==> config.mk <==
export PLATFORM = sky130hd
export DESIGN_NAME = sobel_window_3x3
export DESIGN_NICKNAME = d
export VERILOG_FILES = /design/src/rtl/sobel_window_3x3.sv
export SDC_FILE = /design/constraint.sdc
export NUM_CORES = 1
export LEC_CHECK = 0
export BUFFER_PORTS_ARGS = -buffer_cell sky130_fd_sc_hd__buf_2
export CAP_MARGIN = 20
export CORE_MARGIN = 8
export CORE_UTILIZATION = 48
export CTS_CLUSTER_DIAMETER = 120
export CTS_CLUSTER_SIZE = 30
export DETAILED_ROUTE_END_ITERATION = 16
export GPL_TIMING_DRIVEN = 0
export PLACE_DENSITY = 0.76
export SLEW_MARGIN = 40
export SYNTH_ARGS = -nofsm -noshare
export SYNTH_HDL_FRONTEND = slang
export SYNTH_SLANG_ARGS = --single-unit
==> constraint.sdc <==
create_clock -name clk -period 3.5 [get_ports clk]
set_input_delay 0.7 -clock clk [delete_from_list [all_inputs] [get_ports clk]]
set_output_delay 0.7 -clock clk [all_outputs]
set_load 0.05 [all_outputs]
==> src/rtl/sobel_window_3x3.sv <==
// sobel_window_3x3
//   Streaming 3x3 Sobel edge stage placed directly after the tapped line
//   buffer. Each accepted pixel column {row2, row1, row0} enters a 3x3
//   window; Gx/Gy are formed, then a saturated |Gx|+|Gy| magnitude, a
//   threshold flag and the window-centre coordinates are emitted two clocks
//   after the accepting shift.
//
//   Optional feature: define SOBEL_EDGE_DIR_EN to add the edge_dir output
//   (00 |Gx|>|Gy|, 01 |Gy|>|Gx|, 10 equal and nonzero, 11 both zero).
//
// Parameters
//   LINE_W  pixels per line, equal to the line-buffer tap spacing (4..64)
//   THRESH  8-bit edge threshold applied to the saturated magnitude
//
// Ports
//   clk          rising-edge clock (line-buffer domain)
//   rst_n        asynchronous active-low reset
//   shift        pixel strobe shared with the line buffer
//   frame_start  synchronous restart of the coordinate counters
//   row0         newest pixel (line-buffer input)
//   row1         line-buffer tap one (one line older)
//   row2         line-buffer tap two (two lines older)
//   out_valid    output qualifier, one pulse per qualifying window
//   edge_mag     |Gx|+|Gy| saturated to 255
//   edge_bit     edge_mag >= THRESH
//   out_col      column of the window centre pixel
//   out_row      line of the window centre pixel
//   edge_dir     (SOBEL_EDGE_DIR_EN only) dominant gradient direction

module sobel_window_3x3 #(
  parameter int unsigned LINE_W = 16,
  parameter int unsigned THRESH = 64
) (
  input  logic       clk,
  input  logic       rst_n,
  input  logic       shift,
  input  logic       frame_start,
  input  logic [7:0] row0,
  input  logic [7:0] row1,
  input  logic [7:0] row2,
  output logic       out_valid,
  output logic [7:0] edge_mag,
  output logic       edge_bit,
  output logic [5:0] out_col,
  output logic [7:0] out_row
`ifdef SOBEL_EDGE_DIR_EN
  ,
  output logic [1:0] edge_dir
`endif
);

  localparam logic [5:0] LAST_COL = 6'(LINE_W - 1);
  localparam logic [7:0] TH8      = 8'(THRESH);

  // Window: r_win[row][col], row 0 = top (oldest line), col 2 = newest.
  logic [7:0] r_win [3][3];
  logic [7:0] w_nw  [3][3];

  logic [5:0] r_col;
  logic [7:0] r_row;
  logic [5:0] w_col_tag;
  logic [7:0] w_row_tag;
  logic       w_wrap;
  logic       w_qual;

  logic        [10:0] w_gx_p, w_gx_n, w_gy_p, w_gy_n;
  logic signed [10:0] w_gx, w_gy;

  logic signed [10:0] r_s1_gx, r_s1_gy;
  logic               r_s1_valid;
  logic        [5:0]  r_s1_col;
  logic        [7:0]  r_s1_row;

  logic [10:0] w_ax, w_ay, w_sum;
  logic [7:0]  w_mag;

  // ---------------------------------------------------------------------------
  // Window as it will look once the current pixel is accepted. Gradients are
  // taken from this view so stage 1 can be loaded on the shift edge itself,
  // giving the two-clock latency from the accepting shift.
  // ---------------------------------------------------------------------------
  always_comb begin
    for (int unsigned r = 0; r < 3; r++) begin
      for (int unsigned c = 0; c < 2; c++) begin
        w_nw[r][c] = r_win[r][c+1];
      end
    end
    w_nw[0][2] = row2;
    w_nw[1][2] = row1;
    w_nw[2][2] = row0;
  end

  always_ff @(posedge clk or negedge rst_n) begin
    if (!rst_n) begin
      for (int unsigned r = 0; r < 3; r++) begin
        for (int unsigned c = 0; c < 3; c++) begin
          r_win[r][c] <= '0;
        end
      end
    end else if (shift) begin
      r_win <= w_nw;
    end
  end

  // ---------------------------------------------------------------------------
  // Coordinate counters. frame_start retags the pixel of the same cycle as
  // col 0 / row 0, so the tag itself is muxed before it is used.
  // ---------------------------------------------------------------------------
  always_comb begin
    w_col_tag = frame_start ? '0 : r_col;
    w_row_tag = frame_start ? '0 : r_row;
    w_wrap    = (w_col_tag == LAST_COL);
    w_qual    = (w_col_tag >= 6'd2) && (w_row_tag >= 8'd2);
  end

  always_ff @(posedge clk or negedge rst_n) begin
    if (!rst_n) begin
      r_col <= '0;
      r_row <= '0;
    end else if (shift) begin
      if (w_wrap) begin
        r_col <= '0;
        r_row <= (w_row_tag == 8'hFF) ? w_row_tag : w_row_tag + 8'd1;
      end else begin
        r_col <= w_col_tag + 6'd1;
        r_row <= w_row_tag;
      end
    end else if (frame_start) begin
      r_col <= '0;
      r_row <= '0;
    end
  end

  // ---------------------------------------------------------------------------
  // Gradients (11-bit signed, -1020..1020)
  // ---------------------------------------------------------------------------
  always_comb begin
    w_gx_p = 11'(w_nw[0][2]) + {2'b00, w_nw[1][2], 1'b0} + 11'(w_nw[2][2]);
    w_gx_n = 11'(w_nw[0][0]) + {2'b00, w_nw[1][0], 1'b0} + 11'(w_nw[2][0]);
    w_gy_p = 11'(w_nw[2][0]) + {2'b00, w_nw[2][1], 1'b0} + 11'(w_nw[2][2]);
    w_gy_n = 11'(w_nw[0][0]) + {2'b00, w_nw[0][1], 1'b0} + 11'(w_nw[0][2]);
    w_gx   = w_gx_p - w_gx_n;
    w_gy   = w_gy_p - w_gy_n;
  end

  // Stage 1: free-running; only the valid bit depends on shift.
  always_ff @(posedge clk or negedge rst_n) begin
    if (!rst_n) begin
      r_s1_gx    <= '0;
      r_s1_gy    <= '0;
      r_s1_valid <= 1'b0;
      r_s1_col   <= '0;
      r_s1_row   <= '0;
    end else begin
      r_s1_gx    <= w_gx;
      r_s1_gy    <= w_gy;
      r_s1_valid <= shift && w_qual;
      r_s1_col   <= w_col_tag - 6'd1;
      r_s1_row   <= w_row_tag - 8'd1;
    end
  end

  // ---------------------------------------------------------------------------
  // Magnitude: |Gx|+|Gy| fits 11 bits unsigned (max 2040), saturated to 8.
  // ---------------------------------------------------------------------------
  always_comb begin
    w_ax  = r_s1_gx[10] ? (~r_s1_gx + 11'd1) : r_s1_gx;
    w_ay  = r_s1_gy[10] ? (~r_s1_gy + 11'd1) : r_s1_gy;
    w_sum = w_ax + w_ay;
    w_mag = (|w_sum[10:8]) ? 8'hFF : w_sum[7:0];
  end

  // Stage 2: result fields hold while no new window arrives.
  always_ff @(posedge clk or negedge rst_n) begin
    if (!rst_n) begin
      out_valid <= 1'b0;
      edge_mag  <= '0;
      edge_bit  <= 1'b0;
      out_col   <= '0;
      out_row   <= '0;
    end else begin
      out_valid <= r_s1_valid;
      if (r_s1_valid) begin
        edge_mag <= w_mag;
        edge_bit <= (w_mag >= TH8);
        out_col  <= r_s1_col;
        out_row  <= r_s1_row;
      end
    end
  end

`ifdef SOBEL_EDGE_DIR_EN
  logic [1:0] w_dir;

  always_comb begin
    if (w_ax > w_ay) begin
      w_dir = 2'b00;
    end else if (w_ay > w_ax) begin
      w_dir = 2'b01;
    end else if (w_ax != 11'd0) begin
      w_dir = 2'b10;
    end else begin
      w_dir = 2'b11;
    end
  end

  always_ff @(posedge clk or negedge rst_n) begin
    if (!rst_n) begin
      edge_dir <= '0;
    end else if (r_s1_valid) begin
      edge_dir <= w_dir;
    end
  end
`endif

endmodule
==> impl_metrics.json <==
{
  "outcome": "completed",
  "commonest_cells_after_routing_fill_and_taps_aside": "inv_1, dfrtp_1, nand2_1, fa_1, o21ai_0",
  "standard_cell_row_count": 46,
  "routed-via-count": 5297,
  "path_max_fanout": 2,
  "share_clk_of_total_power_pct": 19.4,
  "layout-drive-gt1-share_pct": 19.67,
  "overflow_left_after_global_routing": 0,
  "cts.clk_slew.worst_paths_ns": 0.06,
  "fp.coreArea_um2": 15890,
  "cp_delay_by_family_top": "adder cells",
  "synth_seq_cells": 123,
  "initial_core_util_pct": 49.05,
  "sequentialPowerShare_pct": 21.2,
  "power_report.internal_total_w": 0.005069,
  "worst_setup_path_start_kind": "primary input",
  "total_switching_power_w": 0.003655,
  "layout_min_cycle_time_ns": 3.429,
  "mappedNetlistArea_um2": 7791,
  "cp-end-kind": "register",
  "routabilityCongestion": 0.8355,
  "cts_max_path_buffers": 2,
  "avgViaCountPerCell": 4.950,
  "postRouteAntennaNets": 0,
  "post_synthesis_simple_gate_area_fraction_pct": 9.443,
  "synth_cell_type_count": 42,
  "grt_pass1_wl_um": 26430,
  "htree_num_levels": 4,
  "compound_gate_fraction_of_synth_area_pct": 9.619,
  "die_w_um": 143.4,
  "postPlaceCellArea_um2": 8482,
  "final_util_pct": 57.77,
  "critical-path-top-cell-by-count": "a21oi_2",
  "required_ns": 3.85,
  "antenna_found_initial": 0,
  "critical_path.reg2reg.startpoint": "r_win[1]$_DFFE_PN0P_",
  "final-hold-violation-count": 0,
  "timing.hold.worst.class": "primary input to asynchronous set/reset pin",
  "syn-instance-count": 762,
  "post_synth_xor_area_fraction_pct": 5.508,
  "fin_worst_skew_ns": 0.01161,
  "synthesis.area_per_instance_um2": 10.22,
  "cts_tree": "done",
  "cp_slowest_stage_delay_ns": 0.55,
  "critical_path.slowest_cell": "fa_1",
  "crit_type": "primary input to register",
  "remaining_drc_errors": 0,
  "p_leak_nw": 4.511,
  "power_density_nw_per_um2": 950.8,
  "finalMaxSlewViolations": 0,
  "dp_hpwl_um": 11760,
  "share_of_flip_flops_with_an_asynchronous_set_or_reset_pct": 100.0,
  "mappedNetlistNets": 895,
  "dr.first_iter.drc_count": 300,
  "chipHeight_um": 143.4,
  "synth.yosys.seq_area_share_pct": 39.51,
  "ctsRootBufferMaster": "clkbuf_16",
  "cap_violations": 0,
  "design.die.area_um2": 20570,
  "numCtsBuffers": 17,
  "crit_chain": "buf_6 -> inv_12 -> fa_1 -> inv_2 -> fa_1 -> inv_2 -> fa_2 -> inv_1 -> ha_1 -> a21o_1 -> a21oi_2 -> o21bai_1 -> a21oi_2 -> o21ai_2 -> a21o_1 -> a21oi_2",
  "synthAdderAreaFrac_pct": 22.93,
  "worst-endpoint-arrival_ns": 3.78,
  "clock_sink_count": 123,
  "antennaDiodeCount": 0,
  "layout-area-overhead-vs-synth_pct": 17.78,
  "layout.cells.most_common": "inv_1",
  "total_number_of_yosys_warnings": 0,
  "first_drt_pass_iteration_count": 4,
  "reg2reg_depth": 15,
  "clkLatencyLatePin_ns": 0.42,
  "drt_wl_total_um": 15590,
  "comb_power_share_pct": 59.4,
  "worstMarginPinSlew_ns": 0.7942,
  "synth_enable_flop_cells": 0,
  "first_global_vias": 5543,
  "top_level_i_o_count": 52,
  "unrepaired_setup_endpoints_after_global_routing": "true",
  "critical_path.n_buffers_inverters": 5,
  "grt.total_usage_pct": 16.45,
  "finish.instance_area_um2": 9176,
  "finish.net_count": 974,
  "post-route-period-util_pct": 97.97,
  "reg2reg_slack_ns": 0.10,
  "pin_count_of_the_biggest_net_entering_global_routing": 63,
  "routedWlPerCell_um": 14.57,
  "dominantRegCellSynth": "dfrtp_1",
  "synthMuxAreaShare_pct": 4.320,
  "maxClockFrequency_ghz": 0.2916,
  "peak_supply_drop_uv": 605.8,
  "number_of_port_buffers": 50,
  "slew_headroom_pct": 47.05,
  "swShare_pct": 41.90,
  "critical_path.reg2reg.endpoint": "r_s1_gy[10]$_DFF_PN0_",
  "combinational_family_with_the_most_area_after_synthesis": "adder cells",
  "finalSetupViolations": 0
}
[how the worst max path moves through the flow]
stage | startpoint | end | cells past startpoint
after floorplan | row1[1] | r_s1_gx[9]$_DFF_PN0_ | 15
after global placement | row0[2] | r_s1_gy[10]$_DFF_PN0_ | 16
after detailed placement | row0[2] | r_s1_gy[10]$_DFF_PN0_ | 16
after CTS | r_win[1]$_DFFE_PN0P_ | r_s1_gy[10]$_DFF_PN0_ | 15
after global routing | r_win[1]$_DFFE_PN0P_ | r_s1_gy[9]$_DFF_PN0_ | 15
final | row0[2] | r_s1_gy[10]$_DFF_PN0_ | 16
[routing by layer]
layer | GRT usage, % | share of wire [%] | wire [um]
met5 | 0 | 0 | 0
met4 | 5.479 | 1.3 | 210
met3 | 3.749 | 4.6 | 712
met2 | 26.90 | 47 | 7358
met1 | 21.19 | 47 | 7312
[power by group through the flow]
stage | combinational, W | clock [W] | sequential (W)
2_1_floorplan | 0.00399 | 0 | 0.00183
3_3_place_gp | 0.00472 | 0 | 0.00186
3_5_place_dp | 0.00485 | 0 | 0.00187
4_1_cts | 0.00501 | 0.00172 | 0.00185
5_1_grt | 0.00585 | 0.00178 | 0.00188
6_report | 0.00518 | 0.00169 | 0.00185
[state kept, by name (all words and copies together) (netlist names), 6 cells and up]
name / count
r_s1_col: 6
r_row: 8
r_s1_gx: 11
r_s1_gy: 11
r_win: 48
r_col: 6
r_s1_row: 8
edge_mag: 8
out_row: 8
out_col: 6
[through the flow]
| stage | hold WS, ns | total power, W | setup WS, ns | std cells | TNS, ns |
|---|---|---|---|---|---|
| 3_3_place_gp | 0.3572 | 0.006583 | -0.4813 | 1028 | -2.999 |
| 2_1_floorplan | 0.3519 | 0.005821 | -0.1085 | 762 | -0.2418 |
| 4_1_cts | 0.2075 | 0.008572 | -0.01926 | 1065 | -0.03364 |
| 5_1_grt | 0.2257 | 0.009514 | -0.07271 | 1070 | -0.1662 |
| 3_5_place_dp | 0.3621 | 0.006720 | -0.5376 | 1029 | -3.429 |
| 6_report | 0.1918 | 0.008724 | 0.07115 | 1070 | 0 |
[cell type report]
cell class,instances,area [um^2]
clock inverters,15,145.1
fillers,1367,6709
well taps,216,270.3
multi-input cells,459,4180
inverters,161,624.3
flip-flops and latches,123,3078
clock buffers,17,425.4
repair buffers,60,381.6
plain buffers,19,71.32
[worst register-to-register path: cells and delay by family (launching register included)]
family          cells  cell delay, ns
buf+inv             4            0.19
fa+ha+maj           4            1.82
flops               1            0.36
compound gates      7            0.94
[synth_stat cells, types with 3 or more instances]
| master | n | area share (%) |
|---|---|---|
| inv_1 | 161 | 7.8 |
| dfrtp_1 | 123 | 40 |
| nand2_1 | 77 | 3.7 |
| fa_1 | 63 | 16 |
| o21ai_0 | 57 | 3.7 |
| ha_1 | 42 | 6.7 |
| xnor2_1 | 36 | 4.0 |
| a21oi_1 | 27 | 1.7 |
| mux2_2 | 27 | 3.9 |
| nor2_1 | 26 | 1.3 |
| clkbuf_1 | 19 | 0.92 |
| xor2_1 | 13 | 1.5 |
| nand2b_1 | 9 | 0.72 |
| a21o_1 | 8 | 0.77 |
| o22a_1 | 8 | 0.90 |
| nand3_1 | 6 | 0.39 |
| o21bai_1 | 6 | 0.58 |
| nor3_1 | 5 | 0.32 |
| nor2b_1 | 4 | 0.32 |
| nor3b_1 | 4 | 0.39 |
| o21a_1 | 4 | 0.39 |
| o41ai_1 | 4 | 0.45 |
| or3_1 | 4 | 0.32 |
| a211oi_1 | 3 | 0.29 |
| and3_1 | 3 | 0.24 |
| nand3b_1 | 3 | 0.29 |
| nand4_1 | 3 | 0.24 |
| nor4_2 | 3 | 0.48 |
[repair_timing]
action                                  CTS  global route
pin swaps                                 5            19
endpoints found under the setup margin    2             7
cloned                                    0             0
gates resized for setup                   2            22
hold buffers                              0             0
setup buffers                             4             5
[cell families after synthesis]
group / count (synthesis)
buffers and inverters: 180
AND/OR/NAND/NOR: 151
AO/OA/AOI/OAI: 125
flip-flops: 123
adder cells (fa/ha/maj): 105
XOR/XNOR: 49
multiplexers: 29
No activity file was read; power rests on OpenSTA's default activity.
